## config.mk

```make
export PLATFORM = sky130hd
export DESIGN_NAME = seg_scan_ctrl
export DESIGN_NICKNAME = d
export VERILOG_FILES = /design/src/rtl/seg_scan_pkg.sv /design/src/rtl/seg_msd_find.sv /design/src/rtl/seg_scan_ctrl.sv
export SDC_FILE = /design/constraint.sdc
export NUM_CORES = 1
export LEC_CHECK = 0
export CORE_ASPECT_RATIO = 1.4
export CORE_UTILIZATION = 40
export CTS_CLUSTER_DIAMETER = 80
export DETAILED_ROUTE_END_ITERATION = 8
export DONT_BUFFER_PORTS = 1
export GPL_ROUTABILITY_DRIVEN = 0
export SLEW_MARGIN = 20
export SYNTH_ARGS = -nofsm -noshare
export SYNTH_HDL_FRONTEND = slang
export SYNTH_SLANG_ARGS = --single-unit
```

## constraint.sdc

```tcl
create_clock -name clk -period 10.7 [get_ports clk]
set_input_delay 2.14 -clock clk [delete_from_list [all_inputs] [get_ports clk]]
set_output_delay 2.14 -clock clk [all_outputs]
set_load 0.05 [all_outputs]
```

## src/rtl/seg_scan_pkg.sv

```systemverilog
// Shared types and constants for the 7-segment scan scheduler.
// Optional build macro: SEG_SCAN_PAGE_DP_EN (high-page marker on dp).
package seg_scan_pkg;

    localparam int DIGITS          = 8;
    localparam int DIGITS_PER_PAGE = 4;
    localparam int NIBBLE_W        = 4;
    localparam int BCD_W           = DIGITS * NIBBLE_W;
    localparam int POS_W           = $clog2(DIGITS);

    typedef enum logic {
        PG_LO = 1'b0,
        PG_HI = 1'b1
    } page_state_t;

endpackage

```

## src/rtl/seg_msd_find.sv

```systemverilog
// Combinational priority encoder: position of the highest nonzero BCD nibble
// (0 when the whole value is zero).
module seg_msd_find
    import seg_scan_pkg::*;
(
    input  logic [BCD_W-1:0] i_bcd,
    output logic [POS_W-1:0] o_msd
);

    logic [DIGITS-1:0] w_nz;

    genvar gi;
    generate
        for (gi = 0; gi < DIGITS; gi++) begin : g_nz
            assign w_nz[gi] = |i_bcd[gi*NIBBLE_W +: NIBBLE_W];
        end
    endgenerate

    always_comb begin
        o_msd = '0;
        for (int i = 0; i < DIGITS; i++) begin
            if (w_nz[i]) begin
                o_msd = POS_W'(i);
            end
        end
    end

endmodule

```

## src/rtl/seg_scan_ctrl.sv

```systemverilog
// Scan scheduler for a 4-digit multiplexed 7-segment display with blanking,
// minus sign and two-page auto paging. Optional macro: SEG_SCAN_PAGE_DP_EN.
module seg_scan_ctrl
    import seg_scan_pkg::*;
#(
    parameter int SCAN_DIV  = 12,
    parameter int PAGE_HOLD = 400
) (
    input  logic             clk,
    input  logic             rst,
    input  logic [BCD_W-1:0] bcd,
    input  logic             sign,
    input  logic             bcd_valid,
    output logic [3:0]       digit_sel,
    output logic [3:0]       hex_out,
    output logic             blank,
    output logic             minus,
    output logic             page_hi,
    output logic             sign_ovf
`ifdef SEG_SCAN_PAGE_DP_EN
    ,
    output logic             dp
`endif
);

    localparam int CNT_W = (PAGE_HOLD > 1) ? $clog2(PAGE_HOLD) : 1;
    localparam logic [CNT_W-1:0] HOLD_LAST = CNT_W'(PAGE_HOLD - 1);

    logic [SCAN_DIV-1:0] r_presc;
    logic [1:0]          r_idx;
    logic                r_pend;
    logic [BCD_W-1:0]    r_pend_bcd;
    logic                r_pend_sign;
    logic [BCD_W-1:0]    r_act_bcd;
    logic                r_act_sign;
    page_state_t         r_page;
    logic [CNT_W-1:0]    r_frame_cnt;
    logic [3:0]          r_digit_sel;
    logic [3:0]          r_hex;
    logic                r_blank;
    logic                r_minus;
    logic                r_sign_ovf;

    logic                w_tick;
    logic                w_boundary;
    logic                w_load;
    logic [BCD_W-1:0]    w_act_bcd_next;
    logic                w_act_sign_next;
    logic [POS_W-1:0]    w_msd_next;
    logic                w_two_page_next;
    logic [1:0]          w_idx_next;
    page_state_t         w_page_next;
    logic [CNT_W-1:0]    w_cnt_next;
    logic [POS_W-1:0]    w_pos;
    logic [POS_W:0]      w_msd_plus1;
    logic                w_minus;
    logic                w_blank;
    logic [3:0]          w_hex;
    logic [NIBBLE_W-1:0] w_digits [DIGITS];

    assign w_tick     = &r_presc;
    assign w_boundary = w_tick & (r_idx == 2'd3);
    assign w_load     = w_boundary & (bcd_valid | r_pend);
    assign w_idx_next = w_tick ? r_idx + 2'd1 : r_idx;

    // Everything downstream is computed from the post-edge active value, so the
    // first digit of a frame already reflects a value loaded at that boundary.
    assign w_act_bcd_next  = w_load ? (bcd_valid ? bcd  : r_pend_bcd)  : r_act_bcd;
    assign w_act_sign_next = w_load ? (bcd_valid ? sign : r_pend_sign) : r_act_sign;

    seg_msd_find u_msd_find (
        .i_bcd (w_act_bcd_next),
        .o_msd (w_msd_next)
    );

    assign w_two_page_next = (w_msd_next >= POS_W'(DIGITS_PER_PAGE))
                           | (w_act_sign_next & (w_msd_next == POS_W'(DIGITS_PER_PAGE - 1)));

    always_ff @(posedge clk or posedge rst) begin
        if (rst) begin
            r_presc     <= '0;
            r_idx       <= '0;
            r_pend      <= 1'b0;
            r_pend_bcd  <= '0;
            r_pend_sign <= 1'b0;
            r_act_bcd   <= '0;
            r_act_sign  <= 1'b0;
        end else begin
            r_presc    <= r_presc + 1'b1;
            r_idx      <= w_idx_next;
            r_act_bcd  <= w_act_bcd_next;
            r_act_sign <= w_act_sign_next;
            if (w_load) begin
                r_pend <= 1'b0;
            end else if (bcd_valid) begin
                r_pend      <= 1'b1;
                r_pend_bcd  <= bcd;
                r_pend_sign <= sign;
            end
        end
    end

    always_ff @(posedge clk or posedge rst) begin
        if (rst) begin
            r_page      <= PG_LO;
            r_frame_cnt <= '0;
        end else begin
            r_page      <= w_page_next;
            r_frame_cnt <= w_cnt_next;
        end
    end

    always_comb begin
        w_page_next = r_page;
        w_cnt_next  = r_frame_cnt;
        if (w_load) begin
            w_page_next = w_two_page_next ? PG_HI : PG_LO;
            w_cnt_next  = '0;
        end else if (!w_two_page_next) begin
            w_page_next = PG_LO;
            w_cnt_next  = '0;
        end else if (w_boundary) begin
            if (r_frame_cnt == HOLD_LAST) begin
                w_cnt_next  = '0;
                w_page_next = (r_page == PG_HI) ? PG_LO : PG_HI;
            end else begin
                w_cnt_next = r_frame_cnt + 1'b1;
            end
        end
    end

    genvar gi;
    generate
        for (gi = 0; gi < DIGITS; gi++) begin : g_digit
            assign w_digits[gi] = w_act_bcd_next[gi*NIBBLE_W +: NIBBLE_W];
        end
    endgenerate

    assign w_pos       = {(w_page_next == PG_HI), w_idx_next};
    assign w_msd_plus1 = {1'b0, w_msd_next} + 1'b1;
    assign w_minus     = w_act_sign_next & ({1'b0, w_pos} == w_msd_plus1)
                       & (w_msd_next != POS_W'(DIGITS - 1));
    assign w_blank     = ~w_minus & (w_pos > w_msd_next) & (w_pos != '0);
    assign w_hex       = (w_minus | w_blank) ? 4'd0 : w_digits[w_pos];

    always_ff @(posedge clk or posedge rst) begin
        if (rst) begin
            r_digit_sel <= 4'b0001;
            r_hex       <= '0;
            r_blank     <= 1'b0;
            r_minus     <= 1'b0;
            r_sign_ovf  <= 1'b0;
        end else begin
            r_digit_sel <= 4'b0001 << w_idx_next;
            r_hex       <= w_hex;
            r_blank     <= w_blank;
            r_minus     <= w_minus;
            r_sign_ovf  <= w_act_sign_next & (w_msd_next == POS_W'(DIGITS - 1));
        end
    end

    assign digit_sel = r_digit_sel;
    assign hex_out   = r_hex;
    assign blank     = r_blank;
    assign minus     = r_minus;
    assign page_hi   = (r_page == PG_HI);
    assign sign_ovf  = r_sign_ovf;

`ifdef SEG_SCAN_PAGE_DP_EN
    logic r_dp;

    always_ff @(posedge clk or posedge rst) begin
        if (rst) begin
            r_dp <= 1'b0;
        end else begin
            r_dp <= (w_page_next == PG_HI) & (w_idx_next == 2'd3);
        end
    end

    assign dp = r_dp;
`endif

endmodule

```

# Word-level counts from Yosys, hierarchy flattened
# Index checks and enable logic that the tools add are counted.
[classes]
addsub = 4
n_mul = 0
div_mod_pow = 0
n_lt_le_gt_ge = 3
eq_ne = 7
n_shift = 1
muxes = 28
bitwise = 13
n_reduce_logical = 10
[ops]
columns = ["cell", "n"]
rows = [
  ["$mux W32", 2],
  ["$mux W9", 4],
  ["$reduce_or A4 Y1", 7],
  ["$add A12 B1 Y12 const B", 1],
  ["$bmux W4 S3", 1],
  ["$mux W3", 4],
  ["$mux W4", 3],
  ["$reduce_and A12 Y1", 1],
  ["$mux W1", 11],
  ["$add A9 B1 Y9 const B", 1],
  ["$eq A9 B9 Y1 const B", 1],
  ["$and A1 B1 Y1", 8],
  ["$mux W2", 3],
  ["$ne A3 B3 Y1 const B", 2],
  ["$add A3 B1 Y4 const B", 1],
  ["$eq A3 B4 Y1", 1],
  ["$ge A4 B4 Y1 const B", 1],
  ["$not A3 Y4", 1],
  ["$shl A1 B2 Y4 const A", 1],
  ["$eq A3 B2 Y1 const B", 1],
  ["$eq A3 B3 Y1 const B", 1],
  ["$ge A3 B3 Y1 const B", 1],
  ["$gt A3 B3 Y1", 1],
  ["$or A1 B1 Y1", 3],
  ["other kinds (5)", 5],
]
[word_totals]
register_bits = 102
latchBits = 0
ramBits = 0
rom_bits = 0
wordCells = 80
n_memories = 0

# Longest topological paths before layout
[logic_depth]
depth_word = 25
depth_mapped = 22

# Modules after synthesis
# From an unflattened synthesis, not the netlist that was laid out.
[unflattened]
cells_unflattened = 447
hier_area_um2 = 5208.7
[modules_own_cells]
columns = ["mod", "n_inst", "cells_per_inst", "area_per_inst_um2", "seq_area_each_um2"]
rows = [
  ["seg_scan_ctrl", 1, 431, 5091.1, 2553.7],
  ["seg_msd_find", 1, 16, 117.6, 0.0],
]

# Worst setup path before layout
# No wires, ideal clock.
[synth_path]
path_type = "input port to flip-flop"
startpoint = "input port bcd_valid"
endpoint = "register r_hex[0], in the netlist hex_out[0]"
setup_time_ns = 0.123
arrival_time_ns = 5.280
t_required_ns = 10.577
path_slack_ns = 5.297
stages = 20
path_buffers = 3
path_cell_list = "clkbuf_8 buf_2 buf_2 mux2_2 mux2i_1 and4_1 o21ai_0 o21ai_0 nand3_1 ha_1 ha_1 and2_1 o21bai_4 inv_1 ha_1 a21oi_1 a31oi_1 nand2_1 nand3_1 o2bb2ai_1"
[synth_between]
elab_chain_len = 24
word_cells_on_any_way = 43
[synth_rtl]
columns = ["element", "line", "rtl"]
rows = [
  ["start: declaration", "seg_scan_ctrl.sv:13", "input logic bcd_valid,"],
  ["parallel branches: the longest is 15 deep, another holds $ge A3 B3 Y1", "-", ""],
  ["$mux W1 *", "seg_scan_ctrl.sv:116", "if (w_load) begin"],
  ["named net w_page_next", "seg_scan_ctrl.sv:52", "page_state_t w_page_next;"],
  ["$eq A3 B4 Y1", "seg_scan_ctrl.sv:141", "assign w_minus = w_act_sign_next & ({1'b0, w_pos} == w_msd_plus1)"],
  ["$and A1 B1 Y1", "seg_scan_ctrl.sv:141", ""],
  ["$and A1 B1 Y1", "seg_scan_ctrl.sv:142", "& (w_msd_next != POS_W'(DIGITS - 1));"],
  ["$not A1 Y1", "seg_scan_ctrl.sv:143", "assign w_blank = ~w_minus & (w_pos > w_msd_next) & (w_pos != '0);"],
  ["$and A1 B1 Y1 (2 in series)", "seg_scan_ctrl.sv:143", ""],
  ["$or A1 B1 Y1", "seg_scan_ctrl.sv:144", "assign w_hex = (w_minus | w_blank) ? 4'd0 : w_digits[w_pos];"],
  ["$mux W4 *", "seg_scan_ctrl.sv:144", ""],
  ["named net w_hex[0]", "seg_scan_ctrl.sv:58", "logic [3:0] w_hex;"],
  ["end signal: assignment", "seg_scan_ctrl.sv:155", "r_hex <= w_hex;"],
  ["end: declaration", "seg_scan_ctrl.sv:39", "logic [3:0] r_hex;"],
]
# Mark *: on every way through the listed nets, which the timed path passes. The select of a mux whose other input is x is not followed.
# A chain may end at the register's enable or synchronous reset.

# Final worst setup path
# Same ends and word-level chain as after synthesis.

==> reports/qor.yml <==
outcome:
  status: "complete, no violations"
global_route:
  grt_max_degree: 57
  grt_pass1_wl_um: 17530
  grt-ovfl-total: 0
  antenna_found_initial: 0
  grtUsageTotal_pct: 16.89
  grt_pass1_vias: 3395
drt:
  vias: 3279
  top_layer: "met4"
  drtPass1Iterations: 6
  met3_length_um: 347
  wl_met2_um: 5440
  routed_wl_um: 10450
  drt-initial-drc-count: 182
  routedWlPerCell_um: 17.53
  viasPerCell: 5.502
  wl_met1_um: 4444
  final_antenna_net_count: 0
  drc: 0
timing:
  timing.final.crit_share_pct: 55.21
  hold_viol: 0
  rsz0062_at_grt: "no"
  fin_skew_ns: 0.006472
  tightest_slew_ns: 0.9992
  drv_slew: 0
  fin_crit_ns: 5.907
  fmax_mhz: 169.3
  setup_tns_ns: 0
  finalSetupViolCount: 0
  relSlewSlack_pct: 33.39
clock_tree:
  post_cts_buffers: 0
  cts.sinks: 102
  cts_resized: 0
  cts_buffers: 9
  root_buffer: "clkbuf_16"
  cts_tree: "yes"
  h-tree-depth: 3
  worst_skew_pair.late_latency_ns: 0.34
  path_clk_slew_ns: 0.07
  hold_buffers: 0
  cts_buffer_depth: 2
die:
  die_area_um2: 13400
  rows: 48
  dieWidth_um: 98.13
  num_io_pins: 48
  die_height_um: 136.6
  start_util_pct: 41.43
  core-area_um2: 12490
place:
  portBuffers: 0
  placed_cells: 580
  place_area_um2: 5265
  hpwl_um: 7569
finish:
  final_design_area_no_fill_um2: 5577
  finalNonFillerCells: 596
  layout_common_cells: "101 x dfrtp_1, 47 x mux2_2, 40 x nand2_1"
  mostFrequentLayoutCell: "dfrtp_1"
  area_delta_synth_final_pct: 7.761
  n_antenna_cell: 0
  drive_gt1_share_pct: 21.30
  layout.nets: 486
critical_path:
  crit_buf_inv: 1
  crit_path_max_incr_delay_ns: 1.04
  setup.worst_path.start_class: "input pin"
  critPathSlowestCell: "or4_2"
  cp_max_fo: 55
  worstSetupPathType: "in2reg"
  cp.required_ns: 10.92
  crit_path_end_kind: "register"
  crit_arrival_ns: 6.13
  cp_cell_sequence: "o211ai_1 > or4_2 > mux2i_1 > and4_1 > o21ai_0 > o21ai_0 > nand3_1 > ha_1 > ha_1 > and2_1 > o21bai_4 > inv_1 > ha_1 > a21oi_1 > a31oi_1 > nand2_1 > nand3_1 > o2bb2ai_1"
  cp_common_cell: "ha_1"
  path_delay_family: "simple AND/OR/NAND/NOR gates"
flow_run:
  max_cap_viol_count: 0
yosys:
  synth_cell_types: 60
  yosys.area.top_type: "dfrtp_1"
  seq_area_frac_synth_pct: 49.35
  syn_nets: 489
  synth_area_leaders: "dfrtp_1 49%, mux2_2 10%, mux2i_1 6.4%"
  ys_seq_elements: 102
  async_flop_share_pct: 100.0
  synth-edff-count: 0
  syn_inst: 444
  yosysWarnings: 0
  synth_area_um2: 5175
  synth.avg_cell_area_um2: 11.66
  synth_top_area_share_pct: 48.84
  ys.flop_type: "dfrtp_1"
pwr:
  power.share.clock_pct: 43.2
  p_seq_share_pct: 51.6
  p_int_uw: 614.8
  pwr-share-comb_pct: 5.1
  p_per_area_nw_per_um2: 140.7
  netSwitchingFraction_pct: 21.65
  ir_worst_vdd_uv: 64.59
  p_leak_nw: 2.622
  p_sw_uw: 169.9
worst_hold_path:
  hold_path_class: "reg2reg"
==> cell families (layout without fill, tap and decap cells) <==
| family | count (synthesis) | after routing | share of synthesized area, % |
|---|---|---|---|
| adders and majority gates | 9 | 9 | 2.176 |
| muxes | 90 | 90 | 20.82 |
| and+or+nand+nor | 126 | 126 | 13.06 |
| DFF | 102 | 102 | 49.35 |
| AOI/OAI and AO/OA | 62 | 62 | 8.100 |
| xor gates and xnor gates | 12 | 12 | 2.176 |
| buffers and inverters | 43 | 45 | 4.328 |
==> final timing paths <==
| check | startpoint | endpoint | slack [ns] | cells after the start |
|---|---|---|---|---|
| min reg2reg | r_presc[0]$_DFF_PP0_ | r_presc[0]$_DFF_PP0_ | 0.45 | 1 |
| max in group asynchronous | rst | hex_out[0]$_DFF_PP0_ | 7.83 | 2 |
| max reg2reg | r_presc[0]$_DFF_PP0_ | hex_out[0]$_DFF_PP0_ | 5.82 | 19 |
| min | r_presc[0]$_DFF_PP0_ | r_presc[0]$_DFF_PP0_ | 0.45 | 1 |
| max | bcd_valid | hex_out[0]$_DFF_PP0_ | 4.79 | 18 |
| min in group asynchronous | rst | r_presc[3]$_DFF_PP0_ | 1.78 | 1 |
==> state kept, by name, summed over array words and instances, names as in the netlist <==
signal	count
r_act_bcd	32
r_pend_bcd	32
r_presc	12
r_frame_cnt	9
digit_sel	4
hex_out	4
r_idx	2
blank	1
minus	1
page_hi	1
r_act_sign	1
r_pend	1
r_pend_sign	1
sign_ovf	1
==> cells in the mapped netlist (3+ instances only) <==
master,n
a21o_1,4
a21oi_1,9
a22oi_1,4
and2_1,4
and3_1,6
and4_1,3
buf_2,7
buf_6,4
clkbuf_1,3
dfrtp_1,101
ha_1,9
inv_1,23
mux2_2,47
mux2i_1,33
mux4_2,8
nand2_1,40
nand3_1,8
nand3b_1,4
nor2_1,24
nor2b_1,3
nor3_1,6
nor4_1,8
o21ai_0,26
o2bb2ai_1,4
xnor2_1,7
xor2_1,4
==> worst register-to-register path, cell delays in order, from the launching register on <==
cell and delay, ns:
dfrtp_1 0.36, ha_1 0.20, nand2_1 0.15, or4_2 1.18, mux2i_1 0.45, and4_1 0.25
o21ai_0 0.11, o21ai_0 0.09, nand3_1 0.13, ha_1 0.23, ha_1 0.18, and2_1 0.18
o21bai_4 0.20, inv_1 0.09, ha_1 0.30, a21oi_1 0.06, a31oi_1 0.25, nand2_1 0.10
nand3_1 0.15, o2bb2ai_1 0.10
==> per-stage QoR <==
stage                     power, mW  worst slack (ns)  util, %  hold WS (ns)
final                        0.7847             4.793    44.64        0.4454
after global routing         0.8131             4.368    44.64        0.4602
after global placement       0.4531             4.683    42.15        0.4437
after floorplan              0.4484             5.297        -        0.4224
after CTS                    0.7958             4.859    44.64        0.4515
after detailed placement     0.4543             4.507    42.15        0.4418
==> power groups by stage <==
stage	Clock (mW)	Combinational, mW	Sequential (mW)
6_report	0.339	0.0402	0.405
5_1_grt	0.361	0.0454	0.407
4_1_cts	0.349	0.0417	0.405
3_5_place_dp	0	0.0417	0.413
3_3_place_gp	0	0.0412	0.412
2_1_floorplan	0	0.0378	0.411
==> area by class of cell <==
cell class | count | area [um^2]
fill | 1174 | 6915
sequential | 102 | 2554
multi-input combinational | 299 | 2399
clock buffer | 12 | 256.5
tap | 150 | 187.7
inverter | 26 | 102.6
clock inverter | 4 | 55.05
timing repair buffer | 3 | 22.52
==> per-layer routing <==
metal / track usage (%) / vias to the layer above
li1: - / 1582
met1: 20.60 / 1631
met2: 29.69 / 51
met3: 3.166 / 15
met4: 6.385 / 0
met5: 0 / -
No activity file was read; power rests on OpenSTA's default activity.
